<file path="src/rtl/axi_read_arbiter_pkg.sv">
//------------------------------------------------------------------------------
// Module  : axi_read_arbiter_pkg
// Brief   : Shared AXI IDs, response codes and arbiter state encoding.
// Revision: 1.0
//------------------------------------------------------------------------------
`default_nettype none

package axi_read_arbiter_pkg;

  localparam logic [3:0] ArIdInst = 4'h0;
  localparam logic [3:0] ArIdData = 4'h1;
  localparam logic [1:0] RespOkay = 2'b00;

  typedef enum logic [1:0] {
    ArbIdle = 2'd0,
    ArbAddr = 2'd1,
    ArbResp = 2'd2
  } arb_state_t;

endpackage

`default_nettype wire

</file>
<file path="src/rtl/axi_read_arbiter_if.sv">
//------------------------------------------------------------------------------
// Module  : axi_read_arbiter_if
// Brief   : AXI read address / read data channel bundle (AR + R).
// Revision: 1.0
//------------------------------------------------------------------------------
`default_nettype none

interface axi_read_arbiter_if #(
  parameter int ADDR_W = 32,
  parameter int DATA_W = 32,
  parameter int ID_W   = 4
);

  logic [ID_W-1:0]   m_arid;
  logic [ADDR_W-1:0] m_araddr;
  logic [7:0]        m_arlen;
  logic [2:0]        m_arsize;
  logic              m_arvalid;
  logic              m_arready;
  logic [ID_W-1:0]   m_rid;
  logic [DATA_W-1:0] m_rdata;
  logic [1:0]        m_rresp;
  logic              m_rlast;
  logic              m_rvalid;
  logic              m_rready;

  modport master (
    output m_arid, m_araddr, m_arlen, m_arsize, m_arvalid, m_rready,
    input  m_arready, m_rid, m_rdata, m_rresp, m_rlast, m_rvalid
  );

  modport slave (
    input  m_arid, m_araddr, m_arlen, m_arsize, m_arvalid, m_rready,
    output m_arready, m_rid, m_rdata, m_rresp, m_rlast, m_rvalid
  );

endinterface

`default_nettype wire

</file>
<file path="src/rtl/axi_read_arbiter.sv">
//------------------------------------------------------------------------------
// Module  : axi_read_arbiter
// Brief   : Shares one AXI read channel between fetch and load, data first.
// Revision: 1.0
//------------------------------------------------------------------------------
`default_nettype none

module axi_read_arbiter
  import axi_read_arbiter_pkg::*;
#(
  parameter int ADDR_W          = 32,
  parameter int DATA_W          = 32,
  parameter int ID_W            = 4,
  parameter int MAX_DATA_STREAK = 4
) (
  input  wire logic              clk,
  input  wire logic              rst,
  input  wire logic              flush,
  input  wire logic              inst_req,
  input  wire logic [ADDR_W-1:0] inst_addr,
  output logic                   inst_grant,
  input  wire logic              inst_sink_ready,
  output logic                   inst_valid,
  output logic      [DATA_W-1:0] inst_rdata,
  output logic                   inst_err,
  input  wire logic              data_req,
  input  wire logic [ADDR_W-1:0] data_addr,
  output logic                   data_grant,
  output logic                   data_valid,
  output logic      [DATA_W-1:0] data_rdata,
  output logic                   data_err,
  output logic                   protocol_err,
  axi_read_arbiter_if.master     axi
);

  localparam int STREAK_W = $clog2(MAX_DATA_STREAK + 1);

  arb_state_t          r_state;
  logic                r_owner_data;
  logic                r_discard;
  logic [STREAK_W-1:0] r_streak;
  logic                r_arvalid;
  logic [ADDR_W-1:0]   r_araddr;
  logic [ID_W-1:0]     r_arid;

  logic w_data_win;
  logic w_inst_win;
  logic w_rready;
  logic w_beat;
  logic w_id_ok;

  // Starvation guard: a full streak with fetch waiting hands one slot to inst.
  assign w_data_win = (r_state == ArbIdle) && data_req &&
                      !(inst_req && (r_streak == STREAK_W'(MAX_DATA_STREAK)));
  assign w_inst_win = (r_state == ArbIdle) && !w_data_win && inst_req && !flush;
  assign w_rready   = (r_state == ArbResp) &&
                      (r_owner_data || inst_sink_ready || r_discard);
  assign w_beat     = w_rready && axi.m_rvalid;
  assign w_id_ok    = (axi.m_rid == r_arid);

  assign inst_grant    = w_inst_win;
  assign data_grant    = w_data_win;
  assign axi.m_arid    = r_arid;
  assign axi.m_araddr  = r_araddr;
  assign axi.m_arlen   = 8'd0;
  assign axi.m_arsize  = 3'b010;
  assign axi.m_arvalid = r_arvalid;
  assign axi.m_rready  = w_rready;

  always_ff @(posedge clk) begin
    if (!rst) begin
      r_state      <= ArbIdle;
      r_owner_data <= 1'b0;
      r_discard    <= 1'b0;
      r_streak     <= '0;
      r_arvalid    <= 1'b0;
      r_araddr     <= '0;
      r_arid       <= '0;
      inst_valid   <= 1'b0;
      inst_rdata   <= '0;
      inst_err     <= 1'b0;
      data_valid   <= 1'b0;
      data_rdata   <= '0;
      data_err     <= 1'b0;
      protocol_err <= 1'b0;
    end else begin
      inst_valid <= 1'b0;
      data_valid <= 1'b0;
      if (flush && !r_owner_data && (r_state != ArbIdle)) begin
        r_discard <= 1'b1;
      end
      case (r_state)
        ArbIdle: begin
          if (w_data_win) begin
            r_araddr     <= data_addr;
            r_arid       <= ID_W'(ArIdData);
            r_owner_data <= 1'b1;
            r_streak     <= inst_req ? r_streak + STREAK_W'(1) : '0;
            r_arvalid    <= 1'b1;
            r_state      <= ArbAddr;
          end else if (w_inst_win) begin
            r_araddr     <= inst_addr;
            r_arid       <= ID_W'(ArIdInst);
            r_owner_data <= 1'b0;
            r_streak     <= '0;
            r_arvalid    <= 1'b1;
            r_state      <= ArbAddr;
          end
        end
        ArbAddr: begin
          if (axi.m_arready) begin
            r_arvalid <= 1'b0;
            r_state   <= ArbResp;
          end
        end
        ArbResp: begin
          if (w_beat && w_id_ok) begin
            if (r_owner_data) begin
              data_rdata <= axi.m_rdata;
              data_err   <= (axi.m_rresp != RespOkay);
              data_valid <= 1'b1;
            end else begin
              inst_rdata <= axi.m_rdata;
              inst_err   <= (axi.m_rresp != RespOkay);
              // A flush landing on the accept cycle also kills the pulse.
              inst_valid <= !(r_discard || flush);
            end
            r_discard <= 1'b0;
            r_state   <= ArbIdle;
          end else if (w_beat) begin
            protocol_err <= 1'b1;
          end
        end
        default: r_state <= ArbIdle;
      endcase
    end
  end

endmodule

`default_nettype wire

</file>
<file path="src/flat_wrapper.sv">
// flat-port wrapper written by rule: the top's interface ports become plain ports
module axi_read_arbiter_flat import axi_read_arbiter_pkg::*;
#(
  parameter int ADDR_W          = 32,
  parameter int DATA_W          = 32,
  parameter int ID_W            = 4,
  parameter int MAX_DATA_STREAK = 4
)
  (clk, rst, flush, inst_req, inst_addr, inst_grant, inst_sink_ready, inst_valid, inst_rdata, inst_err, data_req, data_addr, data_grant, data_valid, data_rdata, data_err, protocol_err, axi_m_arid, axi_m_araddr, axi_m_arlen, axi_m_arsize, axi_m_arvalid, axi_m_rready, axi_m_arready, axi_m_rid, axi_m_rdata, axi_m_rresp, axi_m_rlast, axi_m_rvalid);
  axi_read_arbiter_if #(.ADDR_W(ADDR_W), .DATA_W(DATA_W), .ID_W(ID_W)) axi_i ();
  input  wire logic clk;
  input  wire logic rst;
  input  wire logic flush;
  input  wire logic inst_req;
  input  wire logic [ADDR_W-1:0] inst_addr;
  output logic inst_grant;
  input  wire logic inst_sink_ready;
  output logic inst_valid;
  output logic      [DATA_W-1:0] inst_rdata;
  output logic inst_err;
  input  wire logic data_req;
  input  wire logic [ADDR_W-1:0] data_addr;
  output logic data_grant;
  output logic data_valid;
  output logic      [DATA_W-1:0] data_rdata;
  output logic data_err;
  output logic protocol_err;
  output wire logic [$bits(axi_i.m_arid)-1:0] axi_m_arid;
  output wire logic [$bits(axi_i.m_araddr)-1:0] axi_m_araddr;
  output wire logic [$bits(axi_i.m_arlen)-1:0] axi_m_arlen;
  output wire logic [$bits(axi_i.m_arsize)-1:0] axi_m_arsize;
  output wire logic [$bits(axi_i.m_arvalid)-1:0] axi_m_arvalid;
  output wire logic [$bits(axi_i.m_rready)-1:0] axi_m_rready;
  input wire logic [$bits(axi_i.m_arready)-1:0] axi_m_arready;
  input wire logic [$bits(axi_i.m_rid)-1:0] axi_m_rid;
  input wire logic [$bits(axi_i.m_rdata)-1:0] axi_m_rdata;
  input wire logic [$bits(axi_i.m_rresp)-1:0] axi_m_rresp;
  input wire logic [$bits(axi_i.m_rlast)-1:0] axi_m_rlast;
  input wire logic [$bits(axi_i.m_rvalid)-1:0] axi_m_rvalid;
  assign axi_m_arid = axi_i.m_arid;
  assign axi_m_araddr = axi_i.m_araddr;
  assign axi_m_arlen = axi_i.m_arlen;
  assign axi_m_arsize = axi_i.m_arsize;
  assign axi_m_arvalid = axi_i.m_arvalid;
  assign axi_m_rready = axi_i.m_rready;
  assign axi_i.m_arready = axi_m_arready;
  assign axi_i.m_rid = axi_m_rid;
  assign axi_i.m_rdata = axi_m_rdata;
  assign axi_i.m_rresp = axi_m_rresp;
  assign axi_i.m_rlast = axi_m_rlast;
  assign axi_i.m_rvalid = axi_m_rvalid;
  axi_read_arbiter #(.ADDR_W(ADDR_W), .DATA_W(DATA_W), .ID_W(ID_W), .MAX_DATA_STREAK(MAX_DATA_STREAK)) u_core (.clk(clk), .rst(rst), .flush(flush), .inst_req(inst_req), .inst_addr(inst_addr), .inst_grant(inst_grant), .inst_sink_ready(inst_sink_ready), .inst_valid(inst_valid), .inst_rdata(inst_rdata), .inst_err(inst_err), .data_req(data_req), .data_addr(data_addr), .data_grant(data_grant), .data_valid(data_valid), .data_rdata(data_rdata), .data_err(data_err), .protocol_err(protocol_err), .axi(axi_i));
endmodule
</file>
<file path="config.mk">
export PLATFORM = sky130hd
export DESIGN_NAME = axi_read_arbiter_flat
export DESIGN_NICKNAME = d
export VERILOG_FILES = /design/src/rtl/axi_read_arbiter_pkg.sv /design/src/rtl/axi_read_arbiter_if.sv /design/src/rtl/axi_read_arbiter.sv /design/src/flat_wrapper.sv
export SDC_FILE = /design/constraint.sdc
export NUM_CORES = 1
export LEC_CHECK = 0
export CORE_MARGIN = 2
export CORE_UTILIZATION = 40
export DETAILED_ROUTE_END_ITERATION = 16
export GPL_TIMING_DRIVEN = 0
export PLACE_DENSITY = 0.9
export SETUP_SLACK_MARGIN = 0.05
export SLEW_MARGIN = 10
export SYNTH_ARGS = -nofsm -noshare
export SYNTH_HDL_FRONTEND = slang
export SYNTH_SLANG_ARGS = --single-unit
</file>
<file path="constraint.sdc">
create_clock -name clk -period 2.43 [get_ports clk]
set_clock_uncertainty 0.05 [all_clocks]
set_input_delay 0.243 -clock clk [delete_from_list [all_inputs] [get_ports clk]]
set_output_delay 0.243 -clock clk [all_outputs]
set_load 0.1 [all_outputs]
</file>
* Word level (Yosys, flattened, before mapping)
Index checks and enable logic that the tools add are counted.
** Word-level totals
- Flip-flop bits (word level) :: 113
- Input port bits :: 111
- Output and inout bits :: 120
- Word-level logic and storage cells :: 80
** Cells by class
- Add/sub/neg operators :: 1
- Equality and inequality tests :: 7
- Mux-type cells :: 22
- Bitwise gates (word level) :: 4
- Reductions and logical operators :: 32
** Operators by type and width (number)
- 2-to-1 mux 32 bit :: 2
- AND reduction 3 bit :: 6
- logical AND 1 bit :: 11
- 2-to-1 mux 1 bit :: 9
- 2-to-1 mux 3 bit :: 3
- 2-to-1 mux 2 bit :: 4
- 2-to-1 mux 4 bit :: 2
- nonzero test 2 bit :: 4
- one-hot mux 2 bit (3 select lines) :: 1
- logical NOT 1 bit :: 5
- equality test 4 bit :: 1
- != test 2 bit (second input constant) :: 2
- NOT 1 bit :: 4
- OR reduction 4 bit :: 1
- adder 3 x 1 -> 3 bit (second input constant) :: 1
- equality test 3 bit (second input constant) :: 1
- logical OR 1 bit :: 3
- != test 3 x 2 -> 1 bit (second input constant) :: 1
- equality test 2 x 1 -> 1 bit (second input constant) :: 1
- equality test 2 bit (second input constant) :: 1
- logical NOT 2 bit :: 1
- one-hot mux 1 bit (2 select lines) :: 1
- AND reduction 2 bit :: 1

* Longest topological paths before layout
- Depth after elaboration :: 11
- Gate-level depth with buffers :: 8
- Gate-level depth less buffers :: 7

* Least setup slack after synthesis
No wires, ideal clock.
- Path kind :: register to output
- Start point :: register u_core.r_streak[0]
- End point :: output inst_grant
- Arrival :: 2505 ps
- Data required time :: 2137 ps
- Setup slack :: -368 ps
- Cell stages (with the launch flop) :: 8
- Path buffers :: 1
- Cell sequence :: dfxtp_1 > inv_1 > ha_1 > nand3_1 > nand3_2 > inv_2 > buf_2 > nor2_1
** Between the ends
- Word-level cells in the longest chain between the ends :: 8
** Ends and longest elaborated chain
- start: declaration :: RTL line axi_read_arbiter.sv:41 : logic [STREAK_W-1:0] r_streak;
- start signal: assignment :: RTL line axi_read_arbiter.sv:98 : r_streak <= inst_req ? r_streak + STREAK_W'(1) : '0;
- equality test 3 bit :: RTL line axi_read_arbiter.sv:54 : !(inst_req && (r_streak == STREAK_W'(MAX_DATA_STREAK)));
- logical AND 1 bit :: RTL line axi_read_arbiter.sv:54
- logical NOT 1 bit :: RTL line axi_read_arbiter.sv:54
- logical AND 1 bit :: RTL line axi_read_arbiter.sv:53 : assign w_data_win = (r_state == ArbIdle) && data_req &&
- named net data_grant :: RTL line flat_wrapper.sv:23 : output logic data_grant;
- logical NOT 1 bit :: RTL line axi_read_arbiter.sv:55 : assign w_inst_win = (r_state == ArbIdle) && !w_data_win && inst_req && !flush;
- logical AND 1 bit (3 in series) :: RTL line axi_read_arbiter.sv:55
- end: declaration :: RTL line flat_wrapper.sv:16 : output logic inst_grant;
The timed path passes the listed nets, and every way through them passes these cells.

* Worst setup path in the final report
- Start point :: register u_core.r_state[1]
- End point :: output inst_grant
** Between the ends
- Word-level cells in the longest chain between the ends :: 7
** Ends and longest elaborated chain
- start: declaration :: RTL line axi_read_arbiter.sv:38 : arb_state_t r_state;
- start signal: assignment :: RTL line axi_read_arbiter.sv:72 : r_state <= ArbIdle;
- start signal: assignment :: RTL line axi_read_arbiter.sv:100 : r_state <= ArbAddr;
- start signal: assignment :: RTL line axi_read_arbiter.sv:107 : r_state <= ArbAddr;
- logical NOT 2 bit * :: RTL line axi_read_arbiter.sv:53, axi_read_arbiter.sv:55
- logical AND 1 bit (2 in series) :: RTL line axi_read_arbiter.sv:53
- logical NOT 1 bit :: RTL line axi_read_arbiter.sv:55
- logical AND 1 bit * (3 in series) :: RTL line axi_read_arbiter.sv:55
Every way passes the cells marked *; elsewhere a longest branch is shown, timed or not.

==> reports/metrics.cfg <==
[cts]
htreeDepth=3
clkLatencyLatePin_ns=0.36
clkSlewWorstSetupHoldPaths_ns=0.11
cts.sinks=109
ctsRootBufferMaster=clkbuf_8
cts_hold_buf=0
cts_max_path_buffers=2
cts_tree=done
cts_buffers=9

[placed_design]
gp_congestion=0.900
place_hpwl_um=10900
io_buffer_count=214
placed_cells=917

[grt]
antenna_found_initial=0
grt_pass1_wl_um=22000
gr-total-overflow=0
grt_use_total_pct=24.0
grt_max_degree=20
grt_pass1_vias=4290

[worst_setup_path]
cp_cell_sequence=nor2_1, nand3b_1, buf_4, buf_2, nor2_2, buf_4
crit_path_max_incr_delay_ns=0.37
path_common_cell=buf_4
crit_required_ns=2.14
crit_path_end_kind=output pin
crit_slowest_cell=dfxtp_1
reg2reg_from=u_core.r_streak[0]$_SDFFE_PN0P_
crit_path_start=u_core.r_state[1]$_SDFFE_PN0P_
crit_fanout=10
arrival_ns=1.94
cp-start-kind=register
worst-setup-path-type=register to output pin

[die]
die-width_um=109
core_region_area_um2=10700
die_y_um=109
num_rows=38
dieArea_um2=11800
ios=231
initial_core_util_pct=40.7

[timing]
finalHoldViolations=0
rsz0062_at_grt=no
slew-limit-headroom_pct=30.3
period_needed_ns=2.23
tightest_slew_ns=1.04
slew_viol_final=0
fmax_ghz=0.448
fin_crit_sh_pct=91.8
setup_viol=0

[power]
seq_power_share_pct=45.0
clock_power_share_pct=25.8
ir_worst_vdd_uv=399
power_frac_comb_pct=29.2
power_density_nw_per_um2=608
intPower_mw=2.65
p_sw_mw=1.56
p_leak_nw=2.54
swShare_pct=37.1

[detailed_routing]
drc=0
via_count=4647
detail-route-antenna-nets=0
drt_iter0_drc=301
drt_pass1_iterations=4
vias_per_cell=4.98
wirelength_um=14500
wire_per_inst_um=15.5

[cells_and_area]
nFillCells=949
stdcell_count=934
ff_latch_area_um2=2180
multi_input_area_um2=1890
antenna_cells=0
syn_to_final_growth_pct=58.6
post-route-util_pct=64.5
nets=902
drive_gt1_share_pct=7.05

[logic_synthesis]
synth_edf_count=0
ys_ff_latch=109
postSynthCellCount=551
synth_area_leader_cell=dfxtp_1
syn-cell-area_um2=4370
ys_seq_area_share_pct=49.9
synth_top_area_share_pct=49.9
ys_warn_count=0
async_reset_ff_share_pct=0
avgSynthCellArea_um2=7.94
ys_types=33
synthFlopType=dfxtp_1
synthTopCellsByArea=dfxtp_1, nand2_1, nand3_1, o21ai_0, a21oi_1
synth_common_cells=dfxtp_1, nand2_1, nand3_1, o21ai_0, a21oi_1
yosysMostFrequentCell=dfxtp_1

[outcome]
run_status=completed

[job]
cap_viol_max_count=0

[worst_hold_path]
hold_start=rst
hold_path.class=primary input to register

-- cells in the final DEF, fill, tap and decap left out, types with 2 or more instances in the layout --
| cell | instances |
|---|---|
| a21oi_1 | 66 |
| nor2_1 | 6 |
| o21ai_0 | 67 |
| o21a_1 | 2 |
| ha_1 | 2 |
| buf_2 | 10 |
| dfxtp_1 | 109 |
| clkdlybuf4s50_1 | 210 |
| nand4_1 | 2 |
| inv_8 | 2 |
| inv_6 | 2 |
| conb_1 | 14 |
| nand2_1 | 103 |
| buf_1 | 5 |
| nand3_1 | 70 |
| buf_4 | 18 |
| nand3b_1 | 3 |
| nor3_1 | 2 |
| o21ai_1 | 34 |
| inv_1 | 2 |
| a21boi_0 | 2 |
| clkbuf_1 | 23 |
| nor2b_1 | 5 |
| and2_1 | 2 |
| clkbuf_8 | 10 |
| buf_6 | 7 |
-- power groups by stage --
stage | sequential [mW] | combinational [mW] | clock [mW]
2_1_floorplan | 2.39 | 0.378 | 0
3_3_place_gp | 1.94 | 1.21 | 0
6_report | 1.90 | 1.23 | 1.09
3_5_place_dp | 1.94 | 1.22 | 0
4_1_cts | 1.90 | 1.23 | 1.11
5_1_grt | 1.91 | 1.29 | 1.18
-- path summary, 6_finish.rpt --
kind | to | slack (ns) | depth (start not counted)
max reg2reg | u_core.axi.m_araddr[30]$_SDFFE_PN0P_ | 0.60 | 8
max | inst_grant | 0.20 | 6
min | u_core.axi.m_araddr[13]$_SDFFE_PN0P_ | 0.20 | 3
min reg2reg | u_core.inst_rdata[8]$_SDFFE_PN0P_ | 0.41 | 2
-- per-stage QoR --
step | setup slack, ns | setup TNS (ns) | cell area (um^2) | total power, mW | hold slack [ns]
after CTS | 0.0548 | 0 | 6930 | 4.23 | 0.179
after global routing | 0.0697 | 0 | 6930 | 4.38 | 0.218
after detailed placement | -0.508 | -1.07 | 6740 | 3.16 | 0.390
after floorplan | 0.0904 | 0 | 4420 | 2.77 | 0.323
final | 0.200 | 0 | 6930 | 4.22 | 0.201
after global placement | -0.503 | -1.05 | 6740 | 3.15 | 0.385
-- worst max-delay path, delay by kind of cell, from the launching register on --
family | cells | cell delay (ns)
buffers and inverters | 3 | 0.67
DFF | 1 | 0.37
and+or+nand+nor | 3 | 0.54
-- kinds of logic (layout without fill, tap and decap cells) --
group,count (synthesis),after routing,synth area share (%)
adder cells (fa/ha/maj),2,2,0.572
AO/OA/AOI/OAI,174,174,20.3
AND/OR/NAND/NOR,200,200,20.8
buffers and inverters,63,294,8.04
other,2,14,0.172
flip-flops,109,109,49.9
multiplexers,1,1,0.229
-- sequential cells by signal (all words and copies together) (netlist names), 2 cells and up --
register,cells
u_core.r_streak,3
u_core.inst_rdata,32
u_core.r_state,2
u_core.axi.m_araddr,32
u_core.data_rdata,32
-- cell type report --
cell class | count | share of cell area [%]
sequential | 109 | 31.5
clock inverter | 6 | 0.776
buffer | 59 | 4.84
multi-input combinational | 391 | 27.2
clock buffer | 10 | 1.98
inverter | 3 | 0.198
tap | 140 | 2.53
timing repair buffer | 216 | 31.0
-- per-layer routing --
metal | wire (um) | track usage, %
met1 | 6210 | 30.6
met2 | 6880 | 38.8
met3 | 826 | 5.18
met4 | 531 | 11.0
met5 | 0 | 0
-- repair_timing --
item                                    in CTS  in global routing
setup buffers                                0                  2
resized for setup                           15                  3
endpoints found under the setup margin       4                  3
pin swaps                                    0                  1
Power figures use the tool's default switching activity.
